==> src/rtl/sobel_gradient_pipe.sv <==
// sobel_gradient_pipe: three-stage Sobel gx/gy engine with magnitude, threshold flag and saturating edge counter.
// The edge output is named edge_flag because "edge" is a reserved word.
module sobel_gradient_pipe #(
  parameter int PIX_W = 8,
  parameter int MODE  = 2,
  parameter int CNT_W = 16
) (
  input  logic                 clk,
  input  logic                 reset,
  input  logic                 in_valid,
  output logic                 in_ready,
  input  logic [9*PIX_W-1:0]   window,
  input  logic [PIX_W+2:0]     thresh,
  input  logic                 out_ready,
  output logic                 out_valid,
  output logic [PIX_W+2:0]     gx,
  output logic [PIX_W+2:0]     gy,
  output logic [PIX_W+2:0]     mag,
  output logic [PIX_W-1:0]     out_pix,
  output logic                 edge_flag,
  input  logic                 cnt_clear,
  output logic [CNT_W-1:0]     edge_cnt
);
  localparam int W = PIX_W + 3;
  function automatic logic signed [PIX_W:0] sub(input logic [PIX_W-1:0] a, input logic [PIX_W-1:0] b);
    return $signed({1'b0, a}) - $signed({1'b0, b});
  endfunction
  function automatic logic signed [W-1:0] sx(input logic signed [PIX_W:0] a);
    return W'(a);
  endfunction
  function automatic logic [W-1:0] abs_w(input logic signed [W-1:0] a);
    return a[W-1] ? W'(-a) : W'(a);
  endfunction
  logic [PIX_W-1:0] p [9];
  for (genvar i = 0; i < 9; i++) begin : g_pix
    assign p[i] = window[i*PIX_W +: PIX_W];
  end
  logic v1, v2, v3, ld1, ld2, ld3;
  logic signed [PIX_W:0] dx0, dx1, dx2, dy0, dy1, dy2;
  logic signed [W-1:0] gx2, gy2, gx3, gy3;
  logic [W-1:0] t1, t2, ax, ay, mag_n, mag3;
  logic [PIX_W-1:0] pix_n, pix3;
  logic edge3;
  // Each stage refills whenever its successor frees a slot in the same cycle.
  assign ld3 = v2 & (!v3 | out_ready);
  assign ld2 = v1 & (!v2 | ld3);
  assign in_ready = !v1 | !v2 | !v3 | out_ready;
  assign ld1 = in_valid & in_ready;
  assign ax = abs_w(gx2);
  assign ay = abs_w(gy2);
  always_comb begin
    mag_n = MODE == 0 ? ax : MODE == 1 ? ay : MODE == 2 ? ax + ay : (ax >= ay ? ax : ay);
    pix_n = |mag_n[W-1:PIX_W] ? {PIX_W{1'b1}} : mag_n[PIX_W-1:0];
  end
  always_ff @(posedge clk) begin
    if (reset) begin
      v1 <= 1'b0;
      v2 <= 1'b0;
      v3 <= 1'b0;
    end else begin
      v1 <= ld1 | (v1 & !ld2);
      v2 <= ld2 | (v2 & !ld3);
      v3 <= ld3 | (v3 & !out_ready);
    end
  end
  always_ff @(posedge clk) begin
    if (reset) begin
      {dx0, dx1, dx2, dy0, dy1, dy2} <= '0;
      t1 <= '0;
    end else if (ld1) begin
      dx0 <= sub(p[2], p[0]);
      dx1 <= sub(p[5], p[3]);
      dx2 <= sub(p[8], p[6]);
      dy0 <= sub(p[6], p[0]);
      dy1 <= sub(p[7], p[1]);
      dy2 <= sub(p[8], p[2]);
      t1  <= thresh;
    end
  end
  always_ff @(posedge clk) begin
    if (reset) begin
      gx2 <= '0;
      gy2 <= '0;
      t2  <= '0;
    end else if (ld2) begin
      gx2 <= sx(dx0) + (sx(dx1) <<< 1) + sx(dx2);
      gy2 <= sx(dy0) + (sx(dy1) <<< 1) + sx(dy2);
      t2  <= t1;
    end
  end
  always_ff @(posedge clk) begin
    if (reset) begin
      gx3   <= '0;
      gy3   <= '0;
      mag3  <= '0;
      pix3  <= '0;
      edge3 <= 1'b0;
    end else if (ld3) begin
      gx3   <= gx2;
      gy3   <= gy2;
      mag3  <= mag_n;
      pix3  <= pix_n;
      edge3 <= mag_n > t2;
    end
  end
  always_ff @(posedge clk) begin
    if (reset || cnt_clear)
      edge_cnt <= '0;
    else if (v3 && out_ready && edge3 && edge_cnt != {CNT_W{1'b1}})
      edge_cnt <= edge_cnt + 1'b1;
  end
  assign out_valid = v3;
  assign gx        = gx3;
  assign gy        = gy3;
  assign mag       = mag3;
  assign out_pix   = pix3;
  assign edge_flag = edge3;
endmodule

==> config.mk <==
export PLATFORM = sky130hd
export DESIGN_NAME = sobel_gradient_pipe
export DESIGN_NICKNAME = d
export VERILOG_FILES = /design/src/rtl/sobel_gradient_pipe.sv
export SDC_FILE = /design/constraint.sdc
export NUM_CORES = 1
export LEC_CHECK = 0
export ABC_AREA = 1
export CAP_MARGIN = 20
export CORE_ASPECT_RATIO = 0.5
export CORE_MARGIN = 5
export CORE_UTILIZATION = 56
export DETAILED_ROUTE_END_ITERATION = 8
export GPL_ROUTABILITY_DRIVEN = 1
export HOLD_SLACK_MARGIN = 0.02
export PLACE_DENSITY = 0.82
export SLEW_MARGIN = 20
export SYNTH_ARGS = -nofsm -noshare
export SYNTH_HDL_FRONTEND = slang
export SYNTH_SLANG_ARGS = --single-unit
==> constraint.sdc <==
create_clock -name clk -period 3.5 [get_ports clk]
set_input_delay 0.7 -clock clk [delete_from_list [all_inputs] [get_ports clk]]
set_output_delay 0.7 -clock clk [all_outputs]
set_load 0.005 [all_outputs]
==> results.yml, run 1 <==
outcome:
  status: "finished clean"
grt:
  track_usage: 0.246
  antenna_found_initial: 0
  first_global_vias: 9051
  use_met1: 0.326
  grt_busiest_layer: "met2"
  grt_max_degree: 68
  use_met3: 0.0513
  overflow: 0
  grt_use_met2: 0.416
  grt_pass1_wl_mm: 43.9
synthesis:
  synth_top_family_by_area: "simple AND/OR/NAND/NOR gates"
  synth.area.mux_share: 0
  syn_inst: 1405
  synth-seq-cells: 159
  synth-adder-area-share: 0.165
  yosysSeqAreaShare: 0.310
  synth_nets: 1612
  post_synth_num_cell_types: 45
  synth_compound_gate_area_share: 0.182
  syn_area_sq_um: 10300
  ys_async_sr_fraction: 0
  yosys.area_share.simple: 0.197
  synth_ff_type: "dfxtp_1"
  yosys.area_share.xor_xnor: 0.0435
  syn_avg_cell_area_sq_um: 7.30
  synth_warnings: 0
  synth_edf_count: 0
timing:
  tightest_slew_ns: 0.747
  finClkSkew_ns: 0.0109
  period_minus_slack_ns: 3.28
  max_freq_ghz: 0.305
  finalHoldViolCount: 0
  post-route-period-util: 0.937
  slew_headroom: 0.502
  setup_viol: 0
  report.final.slew_viol_count: 0
critical_path:
  crit_end: "edge_flag"
  r2r_end: "edge_flag"
  end_kind: "register"
  crit_family: "simple AND/OR/NAND/NOR gates"
  critPathMostFrequentCell: "nand2_1"
  cp_num_buf_inv: 2
  path_cells: "nor3_1 > nand3_1 > nand2_1 > o21ai_0 > xor2_1 > ha_1 > nand2_1 > nor2_1 > nand3b_1 > nand3_1 > nand3_1 > nand2_4 > inv_1 > ha_1 > nand2_1 > inv_1 > nand4_1 > o2111ai_1 > nand2_1 > a21oi_2"
  startpoint_type: "register"
  cp.arrival_ns: 3.57
  worst-path-max-fanout: 5
  slowest_delay_ns: 0.39
  crit_start: "gy2[0]"
  ff2ff_setup_slack_ns: 0.22
  path_class: "reg -> reg"
  worstPathRequired_ns: 3.79
  cp.depth: 20
  r2r_cells: 20
  cp_slowest_cell: "ha_1"
  regToRegStartpoint: "gy2[0]"
cells_and_area:
  fin_nets: 1735
  stdcell_count: 1779
  utilization: 0.687
  areaGrowthSynthToFinish_pct: 21.7
  mostFrequentLayoutCells: "216 x inv_1, 207 x nand2_1, 163 x a21oi_1"
  num_antenna_cells: 0
  drive_gt1_frac: 0.0598
  final_common_cell: "inv_1"
clock_network:
  clock_sinks: 159
  ctsHoldBuffers: 0
  clk_pin_slew_ns: 0.07
  numCtsBuffers: 17
  clock_latency_ns: 0.42
  cts_tree: "built"
  cts-root-buf: "clkbuf_16"
  cts.htree.levels: 4
  clock_path_buffers: 2
detailed_routing:
  drt_iter0_markers: 757
  wl_per_cell_um: 14.9
  num_vias: 9655
  drc: 0
  wl_mm: 26.5
  avgViaCountPerCell: 5.43
  drt.antenna.violating_nets: 0
  first_pass_iters: 5
placement:
  placed_cells: 1747
  gp_congestion: 0.931
  io_buffer_count: 139
  dp_hpwl_mm: 20.5
floorplanning:
  start_util: 0.564
  coreArea_sq_um: 18200
  ios: 148
  dieArea_sq_um: 21300
  die_h_um: 106
  core.rowCount: 35
  fp.dieW_um: 201
min_path:
  holdCritPathClass: "reg -> reg"
power_and_ir_drop:
  peakVddDrop_uv: 363
  p_per_area_nw_per_um2: 455
  total_leakage_power_nw: 5.89
flow_run:
  drv_cap: 0
==> power by group <==
part	internal (mW)	switching, mW	total (mW)
clock	1.08	0.747	1.83
combinational	0.733	1.07	1.81
sequential	1.94	0.101	2.04
total	3.75	1.92	5.68
==> worst min-delay path by stage <==
stage,endpoint,startpoint,slack [ns],depth (start not counted)
final,t2[3],t2[3],0.47,2
after global routing,mag[1],mag[1],0.50,2
after CTS,t2[8],t2[8],0.48,2
after detailed placement,t2[8],t2[8],0.46,2
after global placement,out_valid,v2,0.45,2
after floorplan,t2[10],t2[10],0.44,2
==> synthesized netlist by cell type, types with 4 or more instances <==
cell | n | share of area
fa_1 | 27 | 0.053
clkbuf_1 | 29 | 0.011
nand3_1 | 68 | 0.033
o21ai_1 | 9 | 0.0044
nand3b_1 | 9 | 0.0066
nand4_1 | 20 | 0.012
nand2_1 | 209 | 0.076
buf_2 | 10 | 0.0049
nand2_2 | 5 | 0.0030
or2_2 | 10 | 0.0061
a21o_1 | 5 | 0.0037
inv_2 | 5 | 0.0018
dfxtp_1 | 159 | 0.31
o211ai_1 | 23 | 0.017
nor2_1 | 108 | 0.040
xor2_1 | 41 | 0.035
o21ai_0 | 129 | 0.063
xnor2_1 | 10 | 0.0085
inv_1 | 219 | 0.080
buf_1 | 4 | 0.0015
ha_1 | 92 | 0.11
a21oi_1 | 166 | 0.081
nor3_1 | 6 | 0.0029
nor2_2 | 6 | 0.0037
nor4_1 | 4 | 0.0024
o221ai_1 | 6 | 0.0051
==> worst register-to-register path: stages, from the launching register on <==
cell	delay, ns
dfxtp_1	0.32
nor3_1	0.26
nand3_1	0.13
nand2_1	0.11
o21ai_0	0.10
xor2_1	0.17
ha_1	0.39
nand2_1	0.12
nor2_1	0.14
nand3b_1	0.10
nand3_1	0.11
nand3_1	0.12
nand2_4	0.12
inv_1	0.05
ha_1	0.29
nand2_1	0.14
inv_1	0.08
nand4_1	0.09
o2111ai_1	0.13
nand2_1	0.11
a21oi_2	0.06
==> cell type report <==
type / count / area (sq um)
inverters: 225 / 847
multi-input cells: 976 / 6090
fillers: 1505 / 5690
well taps: 240 / 300
flip-flops and latches: 159 / 3180
repair buffers: 149 / 1490
clock buffers: 20 / 457
clock inverters: 10 / 114
==> kinds of logic (layout without fill, tap and decap cells) <==
| kind of cell | count (synthesis) | count (layout) |
|---|---|---|
| DFF | 159 | 159 |
| and+or+nand+nor | 457 | 457 |
| buffers and inverters | 270 | 404 |
| AOI/OAI and AO/OA | 349 | 349 |
| adders and majority gates | 119 | 119 |
| xor gates and xnor gates | 51 | 51 |
==> metrics by stage <==
stage                     setup WS (ns)  area, sq um  power (mW)  hold slack (ns)  setup TNS (ns)
after CTS                        0.0957        12400        5.63            0.475               0
final                             0.222        12500        5.68            0.473               0
after floorplan                   0.616        10300        3.25            0.435               0
after detailed placement          0.162        11800        3.79            0.464               0
after global routing            -0.0153        12500        6.01            0.498         -0.0153
after global placement            0.264        11800        3.72            0.453               0
==> registers in the layout, indices dropped and copies added (netlist names) <==
| signal | cells |
|---|---|
| dx2 | 9 |
| v2 | 1 |
| edge_flag | 1 |
| gy | 11 |
| mag | 11 |
| t1 | 11 |
| edge_cnt | 16 |
| gx | 11 |
| gy2 | 11 |
| dy2 | 9 |
| v1 | 1 |
| out_pix | 8 |
| gx2 | 11 |
| out_valid | 1 |
| dx0 | 9 |
| dx1 | 9 |
| t2 | 11 |
| dy0 | 9 |
| dy1 | 9 |
==> layer usage <==
layer	wire length [um]	vias to the layer above
li1	-	4864
met1	12100	4445
met2	12300	303
met3	1770	43
met4	437	0
met5	0	-
==> what timing repair did <==
action,CTS,global route
setup buffers,0,2
endpoints found under the hold margin,0,0
endpoints found under the setup margin,0,1
gates resized for setup,0,22
(Power assumes the default switching activity.)
==> run 2, diff against run 1 <==
--- a/config.mk
+++ b/config.mk
@@ -9,11 +9,11 @@
 export CAP_MARGIN = 20
 export CORE_ASPECT_RATIO = 0.5
 export CORE_MARGIN = 5
-export CORE_UTILIZATION = 56
+export CORE_UTILIZATION = 40
 export DETAILED_ROUTE_END_ITERATION = 8
-export GPL_ROUTABILITY_DRIVEN = 1
+export DONT_BUFFER_PORTS = 1
+export GPL_ROUTABILITY_DRIVEN = 0
 export HOLD_SLACK_MARGIN = 0.02
-export PLACE_DENSITY = 0.82
 export SLEW_MARGIN = 20
 export SYNTH_ARGS = -nofsm -noshare
 export SYNTH_HDL_FRONTEND = slang
==> results.yml, run 2 (synthesized netlist as in run 1, its figures left out) <==
outcome:
  status: "finished clean"
cells_and_area:
  largest_reg_flops: 16
  drive_gt1_frac: 0.0677
  top_register: "edge_cnt"
  num_antenna_cells: 0
  areaGrowthSynthToFinish_pct: 9.54
  mostFrequentLayoutCells: "215 x inv_1, 207 x nand2_1, 164 x a21oi_1"
  utilization: 0.445
  fillers: 2538
  final_common_cell: "inv_1"
  fin_nets: 1597
flow_run:
  drv_cap: 0
critical_path:
  path_class: "reg -> reg"
  cp.arrival_ns: 3.57
  end_kind: "register"
  worstPathRequired_ns: 3.81
  startpoint_type: "register"
  worst-path-max-fanout: 4
detailed_routing:
  first_pass_iters: 5
  drt_iter0_markers: 613
  drt.antenna.violating_nets: 0
  drc: 0
  num_vias: 8795
  avgViaCountPerCell: 5.03
  wl_mm: 25.9
  wl_per_cell_um: 14.8
placement:
  io_buffer_count: 0
  dp_hpwl_mm: 20.1
floorplanning:
  coreArea_sq_um: 25200
  dieArea_sq_um: 29100
  die_h_um: 123
  core.rowCount: 41
  start_util: 0.406
  fp.dieW_um: 236
  ios: 148
timing:
  finClkSkew_ns: 0.0107
  finalHoldViolCount: 0
  max_freq_ghz: 0.307
  period_minus_slack_ns: 3.26
  whs_ns: 0.338
  slew_headroom: 0.556
  report.final.slew_viol_count: 0
  setup_viol: 0
  tightest_slew_ns: 0.664
  post-route-period-util: 0.931
grt:
  overflow: 0
  grt_pass1_wl_mm: 42.1
  antenna_found_initial: 0
  grt_max_degree: 97
  first_global_vias: 8142
  track_usage: 0.179
clock_network:
  clock_latency_ns: 0.45
  ctsHoldBuffers: 0
  clk_pin_slew_ns: 0.07
  cts_tree: "built"
  numCtsBuffers: 17
  cts-root-buf: "clkbuf_16"
  clock_path_buffers: 2
  cts.htree.levels: 4
  clock_sinks: 159
power_and_ir_drop:
  p_per_area_nw_per_um2: 493
  peakVddDrop_uv: 377
  total_leakage_power_nw: 5.40
min_path:
  holdCritPathClass: "in -> reg"
-- run 2: cell types whose count changed in the layout (fill, tap and decap cells not counted), sizes merged --
cell | previous run | this run
buf | 10 | 11
bufinv | 2 | 1
clkbuf | 20 | 17
clkdlybuf4s50 | 139 | 0
clkinv | 4 | 2
clkinvlp | 4 | 1
inv | 225 | 236
-- run 2: repair_timing --
action,CTS,global route
resized for setup,0,17
buffers inserted,0,5
setup endpoints to repair,0,1
-- run 2: worst paths after layout --
check                             from   endpoint  slack, ns  cells past startpoint
worst max register to register  gy2[0]  edge_flag       0.24                     21
worst max-delay path            gy2[0]  edge_flag       0.24                     21
worst min register to register   t2[5]      t2[5]       0.47                      2
worst min-delay path             reset  out_valid       0.34                      1
-- run 2: layer usage --
metal	share of wire	global-route usage
met3	0.067	0.0637
met5	0	0
met1	0.50	0.245
met2	0.42	0.272
met4	0.014	0.0454
-- run 2: layout make-up --
| type | count | area [sq um] | share of cell area |
|---|---|---|---|
| multi-input cells | 976 | 6070 | 0.541 |
| flip-flops and latches | 159 | 3190 | 0.284 |
| clock buffers | 17 | 425 | 0.0379 |
| repair buffers | 11 | 108 | 0.00958 |
| inverters | 225 | 847 | 0.0754 |
| well taps | 344 | 430 | 0.0383 |
| clock inverters | 15 | 166 | 0.0148 |
-- run 2: power by group --
part | internal (mW) | switching (mW) | leakage [nW]
clock | 1.02 | 0.860 | 0.289
combinational | 0.615 | 0.997 | 3.80
sequential | 1.94 | 0.109 | 1.31
total | 3.57 | 1.97 | 5.40
-- run 2: through the flow --
step	setup WS, ns	power [mW]	TNS [ns]	area, sq um	std cells
3_5_place_dp	0.142	3.63	0	10600	1710
4_1_cts	0.112	5.54	0	11200	1742
2_1_floorplan	0.616	3.25	0	10300	1405
5_1_grt	-0.00966	5.93	-0.00966	11200	1747
6_report	0.242	5.54	0	11200	1747
3_3_place_gp	0.281	3.60	0	10600	1710
-- run 2: critical path, stage by stage (launching register included) --
cell     delay, ns
dfxtp_2       0.34
inv_1         0.10
ha_1          0.19
nand2_2       0.10
nor2_4        0.13
nand2_1       0.07
nand2_1       0.07
xor2_1        0.19
ha_1          0.28
buf_4         0.16
nand2_1       0.05
nand2_1       0.07
a21oi_1       0.17
nand3_1       0.09
nand2_1       0.06
nand2_1       0.13
ha_1          0.31
nand2_1       0.09
nor4_2        0.27
nand4_1       0.11
nand2_1       0.09
a21oi_1       0.06
==> patch 1: new RTL, settings of run 1 <==
Change the parameter `CNT_W` from 16 to 24.
--- a/src/rtl/sobel_gradient_pipe.sv
+++ b/src/rtl/sobel_gradient_pipe.sv
@@ -3,7 +3,7 @@
 module sobel_gradient_pipe #(
   parameter int PIX_W = 8,
   parameter int MODE  = 2,
-  parameter int CNT_W = 16
+  parameter int CNT_W = 24
 ) (
   input  logic                 clk,
   input  logic                 reset,
Ports: changed (resized edge_cnt); port bits go from 148 to 156. No check against the original RTL was run, so the function may have changed too.
==> patch 1 against run 1 <==
Non-clock buffer count increased by 8. Cell count rose by 5.1%. Total power up 3.9%. Via count increased by 5.3%. Area after synthesis rose by 4.1%. Global-route usage is 2.0 points higher. Sequential cell count rose by 8. Clock power increased by 7%. Design area rose by 4.5%. Routed wire length increased by 9.8%. Worst setup slack improved by 0.015 ns. Largest power group unchanged. Highest routed layer unchanged.
==> patch 1: results (changes against run 1) <==
Synthesis:
- The commonest cells after synthesis are nand2_1 (235), inv_1 (208), a21oi_1 (189), dfxtp_1 (167), o21ai_0 (144).
- The warning count from the yosys run came to 0 (unchanged).
- The most common cell in the netlist is nand2_1.
- The fraction of registers with async set or reset after synthesis is 0 (unchanged).
- By area the synthesized netlist is led by dfxtp_1 (31%), ha_1 (11%), a21oi_1 (8.9%), nand2_1 (8.3%), inv_1 (7.3%).
- The sequential area share after synthesis is 0.313 (+0.00263).
- The distinct cell type count after synthesis was 34 (-24%).
- The synthesized netlist net count is 1675 (+3.9%).

CTS:
- The clock root buffer is clkbuf_16.
- The maximum clock insertion buffer count is 2 (unchanged).
- The TritonCTS buffer count is 17 (unchanged).
- The CTS clock-pin slew for the worst setup and hold paths is 0.07 ns (about the same).
- At the later pin of the worst-skew pair, clock insertion delay measures 0.43 ns.
- The number of H-tree levels is 4 (unchanged).

Route:
- The number of DRC markers after the initial detailed-route iteration is 596 (-21%).
- The total routed wirelength is 29200 um (+9.8%).
- The overall via count from detail_route is 10200 (+5.3%).
- The number of design rule violations left after detail routing came to 0 (unchanged).
- The detailed-routing iteration count for the pre-antenna-repair pass came to 5 (unchanged).

Layout:
- The number of flip-flops in the largest register was 24 (+8).
- The largest register by flop count is edge_cnt.
- The number of nets in the layout came to 1805 (+4.0%).
- The share of cells above drive strength 1 was 0.0534 (-0.00640).
- The number of filler instances in the final layout is 1533 (+1.9%).
- The antenna diode instance count is 0 (unchanged).

GRT:
- The total global routing track utilization came to 0.266 (+0.0198).
- The via count of the first global-routing pass is 9777 (+8.0%).
- The global-route wire length before repair is 47900 um (+9.1%).
- The number of antenna violations at the first check in global routing was 0 (unchanged).
- The pin count of the biggest net entering global routing is 100 (+47%).

Place:
- The number of I/O port buffers is 147 (+5.8%).
- The placer's final routability congestion estimate was 0.958 (+2.9%).
- The placed wire-length estimate is 22500 um (+9.8%).

Critical path:
- The largest fanout on the critical path is 4 (-1).
- The critical path arrival is 3.58 ns (about the same).

STA:
- The number of max-slew violations in the final report is 0 (unchanged).
- The tightest slew margin relative to the limit is 0.480 (-0.0220).
- The worst clock skew on the final layout was 0.0149 ns (+0.00401 ns).

Power:
- The fraction of power spent switching nets is 0.340 (+0.00179).
- The static leakage is 0.00605 uW (+2.7%).
- The worst voltage drop across the vdd grid is 0.381 mV (+4.9%).

Run status:
- The flow ran to the end, and the final reports show no timing, DRC or antenna violations.

Hold path:
- The type of the tightest min-delay check is flop to flop.
## patch 1: final timing paths
path / start / endpoint / slack, ns / cells past startpoint
worst max-delay path: gy2[1]$_SDFFE_PP0P_ / edge_flag$_SDFFE_PP0P_ / 0.24 / 19
worst min-delay path: t2[2]$_SDFFE_PP0P_ / t2[2]$_SDFFE_PP0P_ / 0.47 / 2
worst max register to register: gy2[1]$_SDFFE_PP0P_ / edge_flag$_SDFFE_PP0P_ / 0.24 / 19
worst min register to register: t2[2]$_SDFFE_PP0P_ / t2[2]$_SDFFE_PP0P_ / 0.47 / 2
## patch 1: layout make-up
cell class	count	area, sq um	area share
multi-input cells	1039	6380	0.489
flip-flops and latches	167	3340	0.256
repair buffers	157	1570	0.121
inverters	216	811	0.0622
clock buffers	20	467	0.0358
well taps	259	324	0.0248
clock inverters	12	140	0.0107
## patch 1: timing repair
item	4_1_cts	5_1_grt
setup buffers	0	1
resized for setup	0	18
hold endpoints to repair	0	0
setup endpoints to repair	0	1
## patch 1: power by group through the flow
stage | logic [uW] | clock network (uW) | registers [uW]
global placement | 1660 | 0 | 2180
global route | 2030 | 2070 | 2160
finish | 1800 | 1960 | 2140
floorplan | 1200 | 0 | 2150
detailed placement | 1720 | 0 | 2180
CTS | 1750 | 1980 | 2140
## patch 1: through the flow
step | instances | hold WS (ns) | setup WS (ns) | cell area, sq um
finish | 1870 | 0.465 | 0.237 | 13000
global route | 1870 | 0.487 | 0.00121 | 13000
detailed placement | 1837 | 0.453 | 0.231 | 12400
global placement | 1837 | 0.452 | 0.312 | 12400
CTS | 1869 | 0.465 | 0.193 | 13000
floorplan | 1468 | 0.435 | 0.682 | 10700
## patch 1: cells by family after synthesis
group | after synthesis | share of synthesized area
xor gates and xnor gates | 73 | 0.0598
AOI/OAI and AO/OA | 363 | 0.177
DFF | 167 | 0.313
and+or+nand+nor | 484 | 0.197
buffers and inverters | 262 | 0.0948
adders and majority gates | 119 | 0.158
## patch 1: per-layer routing
layer,up-vias,GRT usage,part of all wire
met3,32,0.0439,0.057
met5,-,0,0
met1,4752,0.355,0.46
li1,5091,-,-
met2,287,0.456,0.47
met4,0,0.0606,0.015
## patch 1: critical path, stage by stage (launching register included)
cell	delay (ns)
dfxtp_1	0.37
inv_1	0.10
ha_1	0.22
nand2_1	0.13
nor2_2	0.07
a31oi_1	0.15
xor2_1	0.19
ha_2	0.33
nand2_1	0.13
inv_1	0.06
a21oi_2	0.18
nand3_1	0.10
nand2_1	0.06
nand2_1	0.10
ha_1	0.30
nand2_1	0.10
nor4_2	0.28
nand4_1	0.12
nand2_1	0.09
a21oi_1	0.05
==> patch 2: new RTL, config.mk and constraints of run 1 <==
Without the edit above. Register the output `edge_cnt` once more; this adds one clock of latency there. The other outputs are not delayed to match.
--- a/src/rtl/sobel_gradient_pipe.sv
+++ b/src/rtl/sobel_gradient_pipe.sv
@@ -22,6 +22,8 @@
   output logic [CNT_W-1:0]     edge_cnt
 );
   localparam int W = PIX_W + 3;
+
+  logic [CNT_W-1:0] edge_cnt_s0;
   function automatic logic signed [PIX_W:0] sub(input logic [PIX_W-1:0] a, input logic [PIX_W-1:0] b);
     return $signed({1'b0, a}) - $signed({1'b0, b});
   endfunction
@@ -105,9 +107,9 @@
   end
   always_ff @(posedge clk) begin
     if (reset || cnt_clear)
-      edge_cnt <= '0;
-    else if (v3 && out_ready && edge3 && edge_cnt != {CNT_W{1'b1}})
-      edge_cnt <= edge_cnt + 1'b1;
+      edge_cnt_s0 <= '0;
+    else if (v3 && out_ready && edge3 && edge_cnt_s0 != {CNT_W{1'b1}})
+      edge_cnt_s0 <= edge_cnt_s0 + 1'b1;
   end
   assign out_valid = v3;
   assign gx        = gx3;
@@ -115,5 +117,9 @@
   assign mag       = mag3;
   assign out_pix   = pix3;
   assign edge_flag = edge3;
+  always_ff @(posedge clk) begin
+    edge_cnt <= edge_cnt_s0;
+  end
+
 endmodule
 
Check against the original RTL: not equivalent (a bounded check fails within 10 cycles, from zero or initial values and one cycle with reset high).
==> patch 2 against run 1 <==
Design area rose by 4.7%. Sequential cell count increased by 16. Count of clock-buffer cells in the layout shrank 2. Area after synthesis grew 4.4%. Routed wire length up 5.3%. Via count rose by 5.3%. Total power rose by 6.1%. Clock power grew 7%. Worst setup slack gained 0.075 ns. Largest cell class unchanged.
==> patch 2: results (changes against run 1) <==
Synthesis:
- The synthesized netlist net count is 1655 (+2.7%).
- The distinct cell type count after synthesis came to 38 (-16%).
- The fraction of registers with async set or reset after synthesis is 0 (unchanged).
- The prevailing post-synth register cell is dfxtp_1.
- The warning count from the yosys run is 0 (unchanged).
- After synthesis, the cell types taking the most area are dfxtp_1 (33%), ha_1 (11%), a21oi_1 (7.4%), nand2_1 (7.4%), inv_1 (7.0%).
- Counting instances in the post-synthesis netlist gives the leading cell types as nand2_1 (210), inv_1 (201), dfxtp_1 (175), a21oi_1 (158), nor2_1 (144).
- The sequential area share after synthesis is 0.327 (+0.0169).

Critical path:
- In this design, the largest share of critical-path delay is due to simple AND/OR/NAND/NOR gates.
- The critical path arrival came to 3.57 ns (about the same).
- The delay of the slowest critical-path stage is 0.37 ns (-0.02 ns).
- The cell with the largest stage delay on the worst path is dfxtp_2.
- The endpoint of the most critical setup path is edge_flag$_SDFFE_PP0P_.
- The cell count of the worst reg-to-reg path is 24 (+20%).
- The startpoint identified for the worst register-to-register timing path is gy2[1]$_SDFFE_PP0P_.
- The reg2reg setup slack was 0.30 ns (+0.07 ns).
- The largest fanout on the critical path is 7 (+2).

GRT:
- The pin count of the biggest net entering global routing is 68 (unchanged).
- The number of antenna violations at the first check in global routing is 0 (unchanged).
- The via count of the first global-routing pass is 9518 (+5.2%).
- The total global routing track utilization was 0.252 (+0.00594).
- The global-route wire length before repair is 46000 um (+4.7%).

Place:
- The placed wire-length estimate was 21200 um (+3.5%).
- The number of I/O port buffers is 139 (unchanged).
- The placer's final routability congestion estimate is 0.983 (+5.6%).

CTS:
- The cell sitting at the root of the clock tree is a clkbuf_16.
- The TritonCTS buffer count was 17 (unchanged).
- The number of H-tree levels is 4 (unchanged).
- The CTS clock-pin slew for the worst setup and hold paths is 0.07 ns (about the same).
- The worst-skew pair later-pin latency is 0.43 ns.

STA:
- The worst clock skew on the final layout was 0.0118 ns (+0.000931 ns).
- The tightest slew margin relative to the limit is 0.540 (+0.0388).
- The final-layout worst hold slack is 0.394 ns (-0.0785 ns).

Layout:
- The number of filler instances in the final layout is 1544 (+2.6%).
- The number of nets in the layout is 1782 (+2.7%).
- The share of cells above drive strength 1 was 0.0680 (+0.00823).
- The largest registers in the layout are edge_cnt: 16 flops, edge_cnt_s0: 16 flops.
- The combined flip-flop and latch cell area is 0.00351 sq mm (+10%).
- The antenna diode instance count was 0 (unchanged).

Route:
- The detailed-routing iteration count for the pre-antenna-repair pass is 7 (+2).
- The total routed wirelength was 27900 um (+5.3%).
- The average via count per standard cell came to 5.50 (+1.4%).
- The number of DRC markers after the initial detailed-route iteration was 778 (+2.8%).

Power:
- The worst voltage drop across the vdd grid came to 0.316 mV (-13%).
- The static leakage is 0.00613 uW (+4.0%).

Run status:
- The run finished with clean final reports.

Hold path:
- The type of the tightest min-delay check is flop to flop.
- The worst hold path stage count was 0 (-2).
-- patch 2: cell count changes in the layout (fill, tap and decap cells not counted), sizes merged, moves of 8 or more --
| cell | delta |
|---|---|
| a21oi | -10 |
| o21bai | +11 |
| inv | -10 |
| a31oi | +9 |
| dfxtp | +16 |
| nor2 | +33 |
| xnor2 | +8 |
-- patch 2: power by group --
group          internal (uW)  switching [uW]  total, uW
clock                   1040             917       1960
sequential              2120             102       2220
combinational            758            1080       1840
-- patch 2: per-stage QoR --
step,instances,power (uW),worst slack [ns],utilization,cell area (sq um)
after detailed placement,1810,3990,0.117,0.664,12300
final,1847,6020,0.297,0.704,13100
after floorplan,1448,3450,0.605,-,10700
after CTS,1842,5950,0.0818,0.697,12900
after global routing,1847,6390,0.0324,0.704,13100
after global placement,1810,3920,0.281,0.664,12300
-- patch 2: layout make-up --
cell class | count | area share
timing repair buffer | 154 | 0.119
tap | 259 | 0.0248
clock buffer | 18 | 0.0336
sequential | 175 | 0.269
clock inverter | 14 | 0.0127
multi-input combinational | 1020 | 0.482
inverter | 207 | 0.0596
-- patch 2: worst register-to-register path, delay by kind of cell (launching register included) --
kind | cells | cell delay (ns)
DFF | 1 | 0.37
adders and majority gates | 3 | 0.78
and+or+nand+nor | 12 | 1.07
buffers and inverters | 5 | 0.34
AOI/OAI and AO/OA | 3 | 0.36
xor gates and xnor gates | 1 | 0.20
-- patch 2: cell families after synthesis --
group,count (synthesis),synth area share
AOI/OAI and AO/OA,345,0.173
xor gates and xnor gates,54,0.0442
adders and majority gates,119,0.158
buffers and inverters,253,0.0937
DFF,175,0.327
and+or+nand+nor,502,0.204
-- patch 2: how the worst min path moves through the flow --
stage,from,to
3_5_place_dp,edge_cnt_s0[6]$_SDFFE_PP0P_,edge_cnt[6]$_DFF_P_
4_1_cts,edge_cnt_s0[6]$_SDFFE_PP0P_,edge_cnt[6]$_DFF_P_
3_3_place_gp,edge_cnt_s0[6]$_SDFFE_PP0P_,edge_cnt[6]$_DFF_P_
5_1_grt,edge_cnt_s0[6]$_SDFFE_PP0P_,edge_cnt[6]$_DFF_P_
6_report,edge_cnt_s0[14]$_SDFFE_PP0P_,edge_cnt[14]$_DFF_P_
2_1_floorplan,edge_cnt_s0[13]$_SDFFE_PP0P_,edge_cnt[13]$_DFF_P_
-- patch 2: what timing repair did --
action,in CTS,in global routing
setup endpoints to repair,0,1
gates resized for setup,0,35
hold buffers,0,0
buffers inserted,0,5
-- patch 2: routing by layer --
metal  vias up  GRT usage  wire length, um
met3        44     0.0436             1950
li1       5025          -                -
met5         -          0                0
met4         0     0.0606              383
met1      4730      0.350            12800
met2       364      0.412            12800
